===== config.mk =====
export PLATFORM = sky130hd
export DESIGN_NAME = ph_bank_ctrl_flat
export DESIGN_NICKNAME = d
export VERILOG_FILES = /design/src/rtl/ph_bank_ctrl_if.sv /design/src/rtl/ph_bank_ctrl.sv /design/src/flat_wrapper.sv
export SDC_FILE = /design/constraint.sdc
export NUM_CORES = 1
export LEC_CHECK = 0
export BUFFER_PORTS_ARGS = -buffer_cell sky130_fd_sc_hd__clkbuf_2
export CORE_MARGIN = 2
export CORE_UTILIZATION = 35
export CTS_CLUSTER_DIAMETER = 100
export DETAILED_ROUTE_END_ITERATION = 8
export PLACE_DENSITY = 0.6
export SLEW_MARGIN = 20
export SYNTH_ARGS = -nofsm -noshare
export SYNTH_HDL_FRONTEND = slang
export SYNTH_SLANG_ARGS = --single-unit

===== constraint.sdc =====
create_clock -name clk -period 3.7 [get_ports clk]
set_input_delay 0.185 -clock clk [delete_from_list [all_inputs] [get_ports clk]]
set_output_delay 0.185 -clock clk [all_outputs]
set_load 0.005 [all_outputs]

===== src/rtl/ph_bank_ctrl_if.sv =====
// Writer, reader and status signals of the PH ping-pong bank controller.
// The master side is the external logic; the slave side is ph_bank_ctrl.
interface ph_bank_ctrl_if;
   logic        frm_start;
   logic        frm_done;
   logic        wr_grant;
   logic        wr_bank;
   logic        frm_drop;
   logic [15:0] drop_cnt;
   logic        bl_req;
   logic        bl_done;
   logic        bl_grant;
   logic        bl_bank;
   logic        cpu_req;
   logic        cpu_done;
   logic        cpu_grant;
   logic        cpu_bank;
   logic [1:0]  to_err;
   logic        err_clr;

   modport master (
      output frm_start, frm_done, bl_req, bl_done, cpu_req, cpu_done, err_clr,
      input  wr_grant, wr_bank, frm_drop, drop_cnt, bl_grant, bl_bank,
             cpu_grant, cpu_bank, to_err
   );

   modport slave (
      input  frm_start, frm_done, bl_req, bl_done, cpu_req, cpu_done, err_clr,
      output wr_grant, wr_bank, frm_drop, drop_cnt, bl_grant, bl_bank,
             cpu_grant, cpu_bank, to_err
   );
endinterface


===== src/rtl/ph_bank_ctrl.sv =====
// Ping-pong controller for the two PH cache banks: hands a free bank to the
// writer and shares completed banks between the BL processor and the CPU.
module ph_bank_ctrl #(
   parameter int unsigned TIMEOUT = 1024
) (
   input logic           clk,
   input logic           rst,
   ph_bank_ctrl_if.slave bus
);

   localparam int unsigned   CW     = $clog2(TIMEOUT + 1);
   localparam logic [CW-1:0] TO_VAL = CW'(TIMEOUT);

   typedef enum logic [1:0] {
      B_FREE = 2'd0,
      B_FILL = 2'd1,
      B_FULL = 2'd2,
      B_DONE = 2'd3
   } bank_st_e;

   bank_st_e        bank_q [2];
   bank_st_e        bank_d [2];
   logic [1:0]      cpu_hold_q, cpu_hold_d;
   logic            last_done_q, last_done_d;
   logic            wr_grant_q, wr_grant_d;
   logic            wr_bank_q, wr_bank_d;
   logic            frm_drop_q, frm_drop_d;
   logic [15:0]     drop_cnt_q, drop_cnt_d;
   logic            bl_grant_q, bl_grant_d;
   logic            bl_bank_q, bl_bank_d;
   logic            cpu_grant_q, cpu_grant_d;
   logic            cpu_bank_q, cpu_bank_d;
   logic [CW-1:0]   bl_cnt_q, bl_cnt_d;
   logic [CW-1:0]   cpu_cnt_q, cpu_cnt_d;
   logic [1:0]      to_err_q, to_err_d;

   logic [1:0]      full_v;
   logic [1:0]      avail_v;
   logic            bl_to, bl_rel;
   logic            cpu_to, cpu_rel;

   assign full_v[0]  = (bank_q[0] == B_FULL);
   assign full_v[1]  = (bank_q[1] == B_FULL);
   assign avail_v[0] = (bank_q[0] == B_FULL) || (bank_q[0] == B_DONE);
   assign avail_v[1] = (bank_q[1] == B_FULL) || (bank_q[1] == B_DONE);

   // A real done in the expiry cycle counts as a normal release, not a timeout.
   assign bl_to   = bl_grant_q && !bus.bl_done && (bl_cnt_q == TO_VAL);
   assign bl_rel  = bl_grant_q && (bus.bl_done || (bl_cnt_q == TO_VAL));
   assign cpu_to  = cpu_grant_q && !bus.cpu_done && (cpu_cnt_q == TO_VAL);
   assign cpu_rel = cpu_grant_q && (bus.cpu_done || (cpu_cnt_q == TO_VAL));

   // NOTE: every target gets its hold value first so no path leaves it unassigned (no latches).
   always_comb begin
      bank_d      = bank_q;
      cpu_hold_d  = cpu_hold_q;
      last_done_d = last_done_q;
      wr_grant_d  = wr_grant_q;
      wr_bank_d   = wr_bank_q;
      frm_drop_d  = 1'b0;
      drop_cnt_d  = drop_cnt_q;
      bl_grant_d  = bl_grant_q;
      bl_bank_d   = bl_bank_q;
      cpu_grant_d = cpu_grant_q;
      cpu_bank_d  = cpu_bank_q;
      bl_cnt_d    = bl_cnt_q;
      cpu_cnt_d   = cpu_cnt_q;

      if (bus.frm_start && !wr_grant_q) begin
         if (bank_q[0] == B_FREE) begin
            bank_d[0]  = B_FILL;
            wr_grant_d = 1'b1;
            wr_bank_d  = 1'b0;
         end else if (bank_q[1] == B_FREE) begin
            bank_d[1]  = B_FILL;
            wr_grant_d = 1'b1;
            wr_bank_d  = 1'b1;
         end else begin
            frm_drop_d = 1'b1;
            if (drop_cnt_q != 16'hFFFF) drop_cnt_d = drop_cnt_q + 16'd1;
         end
      end
      if (bus.frm_done && wr_grant_q) begin
         bank_d[wr_bank_q] = B_FULL;
         last_done_d       = wr_bank_q;
         wr_grant_d        = 1'b0;
      end

      if (bl_grant_q) begin
         bl_cnt_d = bl_cnt_q + CW'(1);
         if (bl_rel) begin
            bl_grant_d = 1'b0;
            if (bank_q[bl_bank_q] == B_FULL) bank_d[bl_bank_q] = B_DONE;
         end
      end else if (bus.bl_req && (full_v != 2'b00)) begin
         bl_grant_d = 1'b1;
         bl_cnt_d   = CW'(1);
         if (full_v == 2'b11) bl_bank_d = ~last_done_q;
         else                 bl_bank_d = full_v[1];
      end

      if (cpu_grant_q) begin
         cpu_cnt_d = cpu_cnt_q + CW'(1);
         if (cpu_rel) begin
            cpu_grant_d            = 1'b0;
            cpu_hold_d[cpu_bank_q] = 1'b0;
         end
      end else if (bus.cpu_req && (avail_v != 2'b00)) begin
         cpu_grant_d = 1'b1;
         cpu_cnt_d   = CW'(1);
         cpu_bank_d  = avail_v[last_done_q] ? last_done_q : ~last_done_q;
         cpu_hold_d[cpu_bank_d] = 1'b1;
      end

      // A DONE bank being granted to the CPU this cycle must not be freed under it.
      for (int b = 0; b < 2; b++) begin
         if (bank_q[b] == B_DONE && !cpu_hold_q[b] && !cpu_hold_d[b]) bank_d[b] = B_FREE;
      end

      to_err_d = bus.err_clr ? 2'b00 : to_err_q;
      if (bl_to)  to_err_d[0] = 1'b1;
      if (cpu_to) to_err_d[1] = 1'b1;
   end

   // NOTE: sequential state uses non-blocking assignments so all flops update together.
   always_ff @(posedge clk or negedge rst) begin
      if (!rst) begin
         bank_q[0]   <= B_FREE;
         bank_q[1]   <= B_FREE;
         cpu_hold_q  <= 2'b00;
         last_done_q <= 1'b0;
         wr_grant_q  <= 1'b0;
         wr_bank_q   <= 1'b0;
         frm_drop_q  <= 1'b0;
         drop_cnt_q  <= 16'd0;
         bl_grant_q  <= 1'b0;
         bl_bank_q   <= 1'b0;
         cpu_grant_q <= 1'b0;
         cpu_bank_q  <= 1'b0;
         bl_cnt_q    <= '0;
         cpu_cnt_q   <= '0;
         to_err_q    <= 2'b00;
      end else begin
         bank_q      <= bank_d;
         cpu_hold_q  <= cpu_hold_d;
         last_done_q <= last_done_d;
         wr_grant_q  <= wr_grant_d;
         wr_bank_q   <= wr_bank_d;
         frm_drop_q  <= frm_drop_d;
         drop_cnt_q  <= drop_cnt_d;
         bl_grant_q  <= bl_grant_d;
         bl_bank_q   <= bl_bank_d;
         cpu_grant_q <= cpu_grant_d;
         cpu_bank_q  <= cpu_bank_d;
         bl_cnt_q    <= bl_cnt_d;
         cpu_cnt_q   <= cpu_cnt_d;
         to_err_q    <= to_err_d;
      end
   end

   always_comb begin
      bus.wr_grant  = wr_grant_q;
      bus.wr_bank   = wr_bank_q;
      bus.frm_drop  = frm_drop_q;
      bus.drop_cnt  = drop_cnt_q;
      bus.bl_grant  = bl_grant_q;
      bus.bl_bank   = bl_bank_q;
      bus.cpu_grant = cpu_grant_q;
      bus.cpu_bank  = cpu_bank_q;
      bus.to_err    = to_err_q;
   end

endmodule


===== src/flat_wrapper.sv =====
// flat-port wrapper written by rule: the top's interface ports become plain ports
module ph_bank_ctrl_flat 
#(
   parameter int unsigned TIMEOUT = 1024
)
  (clk, rst, bus_frm_start, bus_frm_done, bus_bl_req, bus_bl_done, bus_cpu_req, bus_cpu_done, bus_err_clr, bus_wr_grant, bus_wr_bank, bus_frm_drop, bus_drop_cnt, bus_bl_grant, bus_bl_bank, bus_cpu_grant, bus_cpu_bank, bus_to_err);
  ph_bank_ctrl_if bus_i ();
  input logic clk;
  input logic rst;
  input wire logic [$bits(bus_i.frm_start)-1:0] bus_frm_start;
  input wire logic [$bits(bus_i.frm_done)-1:0] bus_frm_done;
  input wire logic [$bits(bus_i.bl_req)-1:0] bus_bl_req;
  input wire logic [$bits(bus_i.bl_done)-1:0] bus_bl_done;
  input wire logic [$bits(bus_i.cpu_req)-1:0] bus_cpu_req;
  input wire logic [$bits(bus_i.cpu_done)-1:0] bus_cpu_done;
  input wire logic [$bits(bus_i.err_clr)-1:0] bus_err_clr;
  output wire logic [$bits(bus_i.wr_grant)-1:0] bus_wr_grant;
  output wire logic [$bits(bus_i.wr_bank)-1:0] bus_wr_bank;
  output wire logic [$bits(bus_i.frm_drop)-1:0] bus_frm_drop;
  output wire logic [$bits(bus_i.drop_cnt)-1:0] bus_drop_cnt;
  output wire logic [$bits(bus_i.bl_grant)-1:0] bus_bl_grant;
  output wire logic [$bits(bus_i.bl_bank)-1:0] bus_bl_bank;
  output wire logic [$bits(bus_i.cpu_grant)-1:0] bus_cpu_grant;
  output wire logic [$bits(bus_i.cpu_bank)-1:0] bus_cpu_bank;
  output wire logic [$bits(bus_i.to_err)-1:0] bus_to_err;
  assign bus_i.frm_start = bus_frm_start;
  assign bus_i.frm_done = bus_frm_done;
  assign bus_i.bl_req = bus_bl_req;
  assign bus_i.bl_done = bus_bl_done;
  assign bus_i.cpu_req = bus_cpu_req;
  assign bus_i.cpu_done = bus_cpu_done;
  assign bus_i.err_clr = bus_err_clr;
  assign bus_wr_grant = bus_i.wr_grant;
  assign bus_wr_bank = bus_i.wr_bank;
  assign bus_frm_drop = bus_i.frm_drop;
  assign bus_drop_cnt = bus_i.drop_cnt;
  assign bus_bl_grant = bus_i.bl_grant;
  assign bus_bl_bank = bus_i.bl_bank;
  assign bus_cpu_grant = bus_i.cpu_grant;
  assign bus_cpu_bank = bus_i.cpu_bank;
  assign bus_to_err = bus_i.to_err;
  ph_bank_ctrl #(.TIMEOUT(TIMEOUT)) u_core (.clk(clk), .rst(rst), .bus(bus_i));
endmodule

# --- Word level (Yosys, flattened, before mapping) ---
# Index checks and enable logic that the tools add are counted.
totals:
  register_bits: 54
  latch_bits: 0
  ramBits: 0
  mem_bits_ro: 0
  input_bits: 9
  out_inout_bits: 25
  memories: 0
classes:
  addsub: 3
  mul: 0
  div_mod_pow: 0
  magnitude_cmp: 9
  n_eq_ne: 9
  shift: 0
  n_mux: 49
  bitwise_logic: 14
  n_reduce_logical: 45
ops:
  columns: ["op", "n"]
  rows:
  - ["2-to-1 mux 11 bit", 4]
  - ["2-to-1 mux 2 bit", 14]
  - ["adder 11 x 1 -> 11 bit, second input constant", 2]
  - ["equality test 11 bit, second input constant", 2]
  - ["2-to-1 mux 1 bit", 22]
  - ["2-to-1 mux 4 bit", 5]
  - ["logical AND 1 bit", 18]
  - ["adder 16 x 1 -> 16 bit, second input constant", 1]
  - ["!= test 16 bit, second input constant", 1]
  - ["nonzero test 2 bit", 8]
  - ["equality test 2 bit, second input constant", 6]
  - ["AND reduction 2 bit", 4]
  - ["logical NOT 1 bit", 7]
  - ["less-than comparator 1 x 2 -> 1 bit, second input constant", 3]
  - ["inverter 1 bit", 5]
  - ["AND 2 bit", 2]
  - ["demux 2 bit (select 1 bit)", 2]
  - ["greater-or-equal comparator 2 bit, second input constant", 2]
  - ["logical NOT 2 bit", 2]
  - ["logical OR 1 bit", 4]
  - ["less-than comparator 2 x 1 -> 1 bit, second input constant", 2]
  - ["inverter 1 -> 2 bit", 2]
  - ["inverter 2 bit", 2]
  - ["bitwise OR 2 bit", 2]
  - ["5 further kinds", 7]

# --- Longest topological paths before layout ---
depth:
  depth_word: 15
  depth_mapped: 6
  mapped_depth_nobuf: 6

# --- Worst setup path after synthesis ---
# No wires, ideal clock.
synth_path:
  kind: "register to register"
  startpoint: "register u_core.drop_cnt_q[0], in the netlist u_core.bus.drop_cnt[0]"
  endpoint: "register u_core.drop_cnt_q[1], in the netlist u_core.bus.drop_cnt[1]"
  setup_time_ps: 128
  arrival_ps: 1442
  path_slack_ps: 2130
  stages_incl_launch_ff: 6
  path_buffers: 0
  cell_sequence: "dfrtp_1 ha_1 and2_1 nand3_1 o21ai_2 mux2_1"
synth_via:
  elab_chain_len: 2
synth_lines:
  columns: ["item", "line_no", "source"]
  rows:
  - ["from (decl)", "ph_bank_ctrl.sv:28", "logic [15:0] drop_cnt_q, drop_cnt_d;"]
  - ["from (signal assigned)", "ph_bank_ctrl.sv:150", "drop_cnt_q <= drop_cnt_d;"]
  - ["parallel branches: the longest is 2 deep, another holds adder 16 x 1 -> 16 bit", null, null]
# Several ways; the timed one is not identified.
# A chain may end at the register's enable or synchronous reset.

==> metrics.cfg <==
[timing]
finalMaxSlewViolations = 0
max_freq_mhz = 579.3
max-slew-margin-rel_pct = 50.11
fin_ws_ps = 1974
setup_tns_ps = 0
rsz0062_at_grt = no
setup_viol = 0
hold_viol = 0
fin_worst_skew_ps = 10.89
worst_pin_slew_ps = 748.4
min_period_ps = 1726
post-route-period-util_pct = 46.65

[cts]
clockBufferDepth = 2
numCtsBuffers = 5
cts_tree = yes
cts_sinks = 54
clkSlewWorstSetupHoldPaths_ps = 110
clock_latency_ps = 310
post-cts-setup-buffers = 0
clockRootBuffer = clkbuf_8
htreeDepth = 2
ctsResizeCount = 0

[pwr]
p_seq_share_pct = 48.9
p_int_w = 0.001223
power_leakage_nw = 1.421
p_switching_w = 0.0007447
pwr-share-clk_pct = 20.5
irDropWorstVdd_mv = 0.2933
switching_share_pct = 37.85
p_per_area_nw_per_um2 = 626.9
pwr-share-comb_pct = 30.6

[final_layout]
multi_input_area_sq_um = 1318
area_delta_synth_final_pct = 14.84
diodes = 0
seq_area_sq_um = 1351
nNetsFinal = 309
fillerInstances = 772
layout-drive-gt1-share_pct = 19.26

[drt]
vias = 2039
avgRoutedWirePerCell_um = 13.72
routed_wl_mm = 5.462
route.detailed.drc = 0
drtIter0Drc = 114
ant_nets = 0
vias_per_cell = 5.123
firstDrtPassIters = 4

[worst_setup_path]
path_class = flip-flop to flip-flop
worstPathRequired_ps = 3910
arrival_ps = 1940
start_kind = flip-flop
crit_path_end_kind = flip-flop
crit_fanout = 7

[floorplan]
dieWidth_um = 92.36
die-area_sq_um = 8530
rows = 32
core_area_sq_um = 7647
start_util_pct = 35.73
dieHeight_um = 92.36
ioPinCount = 34

[synth]
synth_compound_area_share_pct = 13.37
synth-adder-area-share_pct = 2.289
synth_cell_types = 46
yosys_register_bits = 54
ys_warn_count = 0
syn_area_per_cell_sq_um = 10.63
synth_xor_area_share_pct = 6.410
yosysTopAreaCell = dfrtp_1
syn_area_sq_um = 2733
synth_cells = 257
synth_edf_count = 0
yosys.area_share.simple_pct = 22.76
synth_ff_type = dfrtp_1
seq_area_frac_synth_pct = 49.45
synth_nets = 271
synth.area.top_cells = dfrtp_1, xnor2_1, nand3_1, and3_1, nand2_1
synth_top_area_share_pct = 49.45
synthMuxAreaShare_pct = 3.388
synth_top_family_by_area = simple AND/OR/NAND/NOR gates
async_flop_share_pct = 100.0

[global_routing]
grt_first_pass_wirelength_mm = 9.501
grt_use_total_pct = 13.82
grt_pass1_vias = 1945
grt.overflow.total = 0
antenna_found_initial = 0
grt_max_degree = 30

[place]
dpl_worst_slack_ps = 2003
place_congestion = 0.7957
dp.final_hpwl_mm = 3.941
io_buffers = 33

[status]
outcome = complete, no violations

[hold_path]
hold_path_class = input port to flip-flop

[flow_run]
drv_cap = 0

-- synth_stat cells (3+ instances only) --
master	n
dfrtp_1	54
nand4_1	10
xnor2_1	18
ha_1	5
o211ai_1	3
nor2b_1	3
nor2_1	12
and4_1	4
mux2i_1	7
o2111ai_1	4
nand2_1	20
inv_1	12
a22o_1	5
o21ai_0	11
nand3_1	19
a31oi_1	5
a21oi_1	8
nor3_1	3
buf_2	3
and3_1	14
nor4b_2	5
-- layout make-up --
| class | instances | share of cell area [%] |
|---|---|---|
| Clock buffer | 5 | 2.193 |
| Clock inverter | 3 | 1.435 |
| Inverter | 12 | 1.435 |
| Multi-Input combinational cell | 187 | 41.99 |
| Sequential cell | 54 | 43.06 |
| Tap cell | 102 | 4.067 |
| Timing Repair Buffer | 35 | 5.821 |
-- final timing paths --
kind / start / end / slack (ps) / depth (start not counted)
worst max register to register: u_core.bl_cnt_q[0] / u_core.bank_q[0] / 1970 / 6
worst max-delay path: u_core.bl_cnt_q[0] / u_core.bank_q[0] / 1970 / 6
max in group asynchronous: rst / u_core.cpu_hold_q[0] / 2410 / 3
worst min register to register: u_core.cpu_cnt_q[10] / u_core.cpu_cnt_q[10] / 490 / 1
min in group asynchronous: rst / u_core.bus.drop_cnt[9] / 470 / 2
worst min-delay path: bus_err_clr / u_core.bus.to_err[0] / 70 / 2
-- power by group through the flow --
stage	Sequential [W]	Clock, W	Combinational [W]
6_report	0.000963	0.000403	0.000602
5_1_grt	0.000999	0.000444	0.000682
3_5_place_dp	0.000970	0	0.000603
4_1_cts	0.000961	0.000417	0.000610
2_1_floorplan	0.000886	0	0.000485
3_3_place_gp	0.000969	0	0.000590
-- through the flow --
step	total power (W)	util (%)	instances	cell area, sq um	hold WS, ps
6_report	0.001967	41.03	398	3138	68.15
5_1_grt	0.002126	41.03	398	3138	63.58
4_1_cts	0.001988	41.03	398	3138	60.24
3_5_place_dp	0.001574	39.41	389	3014	297.1
3_3_place_gp	0.001559	39.41	389	3014	292.4
2_1_floorplan	0.001371	-	257	2733	-110.6
-- per-layer routing --
| metal | GRT usage [%] | routed length, um |
|---|---|---|
| met5 | 0 | 0 |
| met4 | 3.980 | 55 |
| met3 | 2.848 | 203 |
| met2 | 21.17 | 2442 |
| met1 | 19.82 | 2761 |
-- worst max-delay path, stage by stage, from the launching register on --
cell	delay, ps
dfrtp_1	460
inv_1	70
ha_1	200
nor4b_2	170
a31oi_1	310
o22ai_1	140
mux2_2	270
-- cells in the final DEF (no fill, tap or decap), types with 3 or more instances in the layout --
cell type / count
clkbuf_8: 5
and3_1: 14
nor2_1: 12
o2111ai_1: 4
a22o_1: 5
nand3_1: 19
nor4b_2: 5
o21ai_0: 11
a31oi_1: 5
dfrtp_1: 54
nand4_1: 10
nor3_1: 3
clkbuf_2: 33
nor2b_1: 3
mux2i_1: 7
o211ai_1: 3
inv_1: 12
nand2_1: 20
and4_1: 4
xnor2_1: 18
a21oi_1: 8
ha_1: 5
-- flip-flops by register name, indices dropped and copies added (netlist names), 2 cells and up --
signal,count
u_core.cpu_cnt_q,11
u_core.cpu_hold_q,2
u_core.bank_q,4
u_core.bus.to_err,2
u_core.bus.drop_cnt,16
u_core.bl_cnt_q,11
-- logic make-up after synthesis --
group | Yosys count
compound gates | 52
xor+xnor | 20
fa+ha+maj | 5
buf+inv | 16
flops | 54
mux | 9
simple gates | 101
-- repair_timing --
action | 4_1_cts | 5_1_grt
endpoints found under the hold margin | 28 | 0
endpoints found under the setup margin | 0 | 0
hold buffers | 1 | 0
Note: power is estimated with default switching activity, not from simulation.
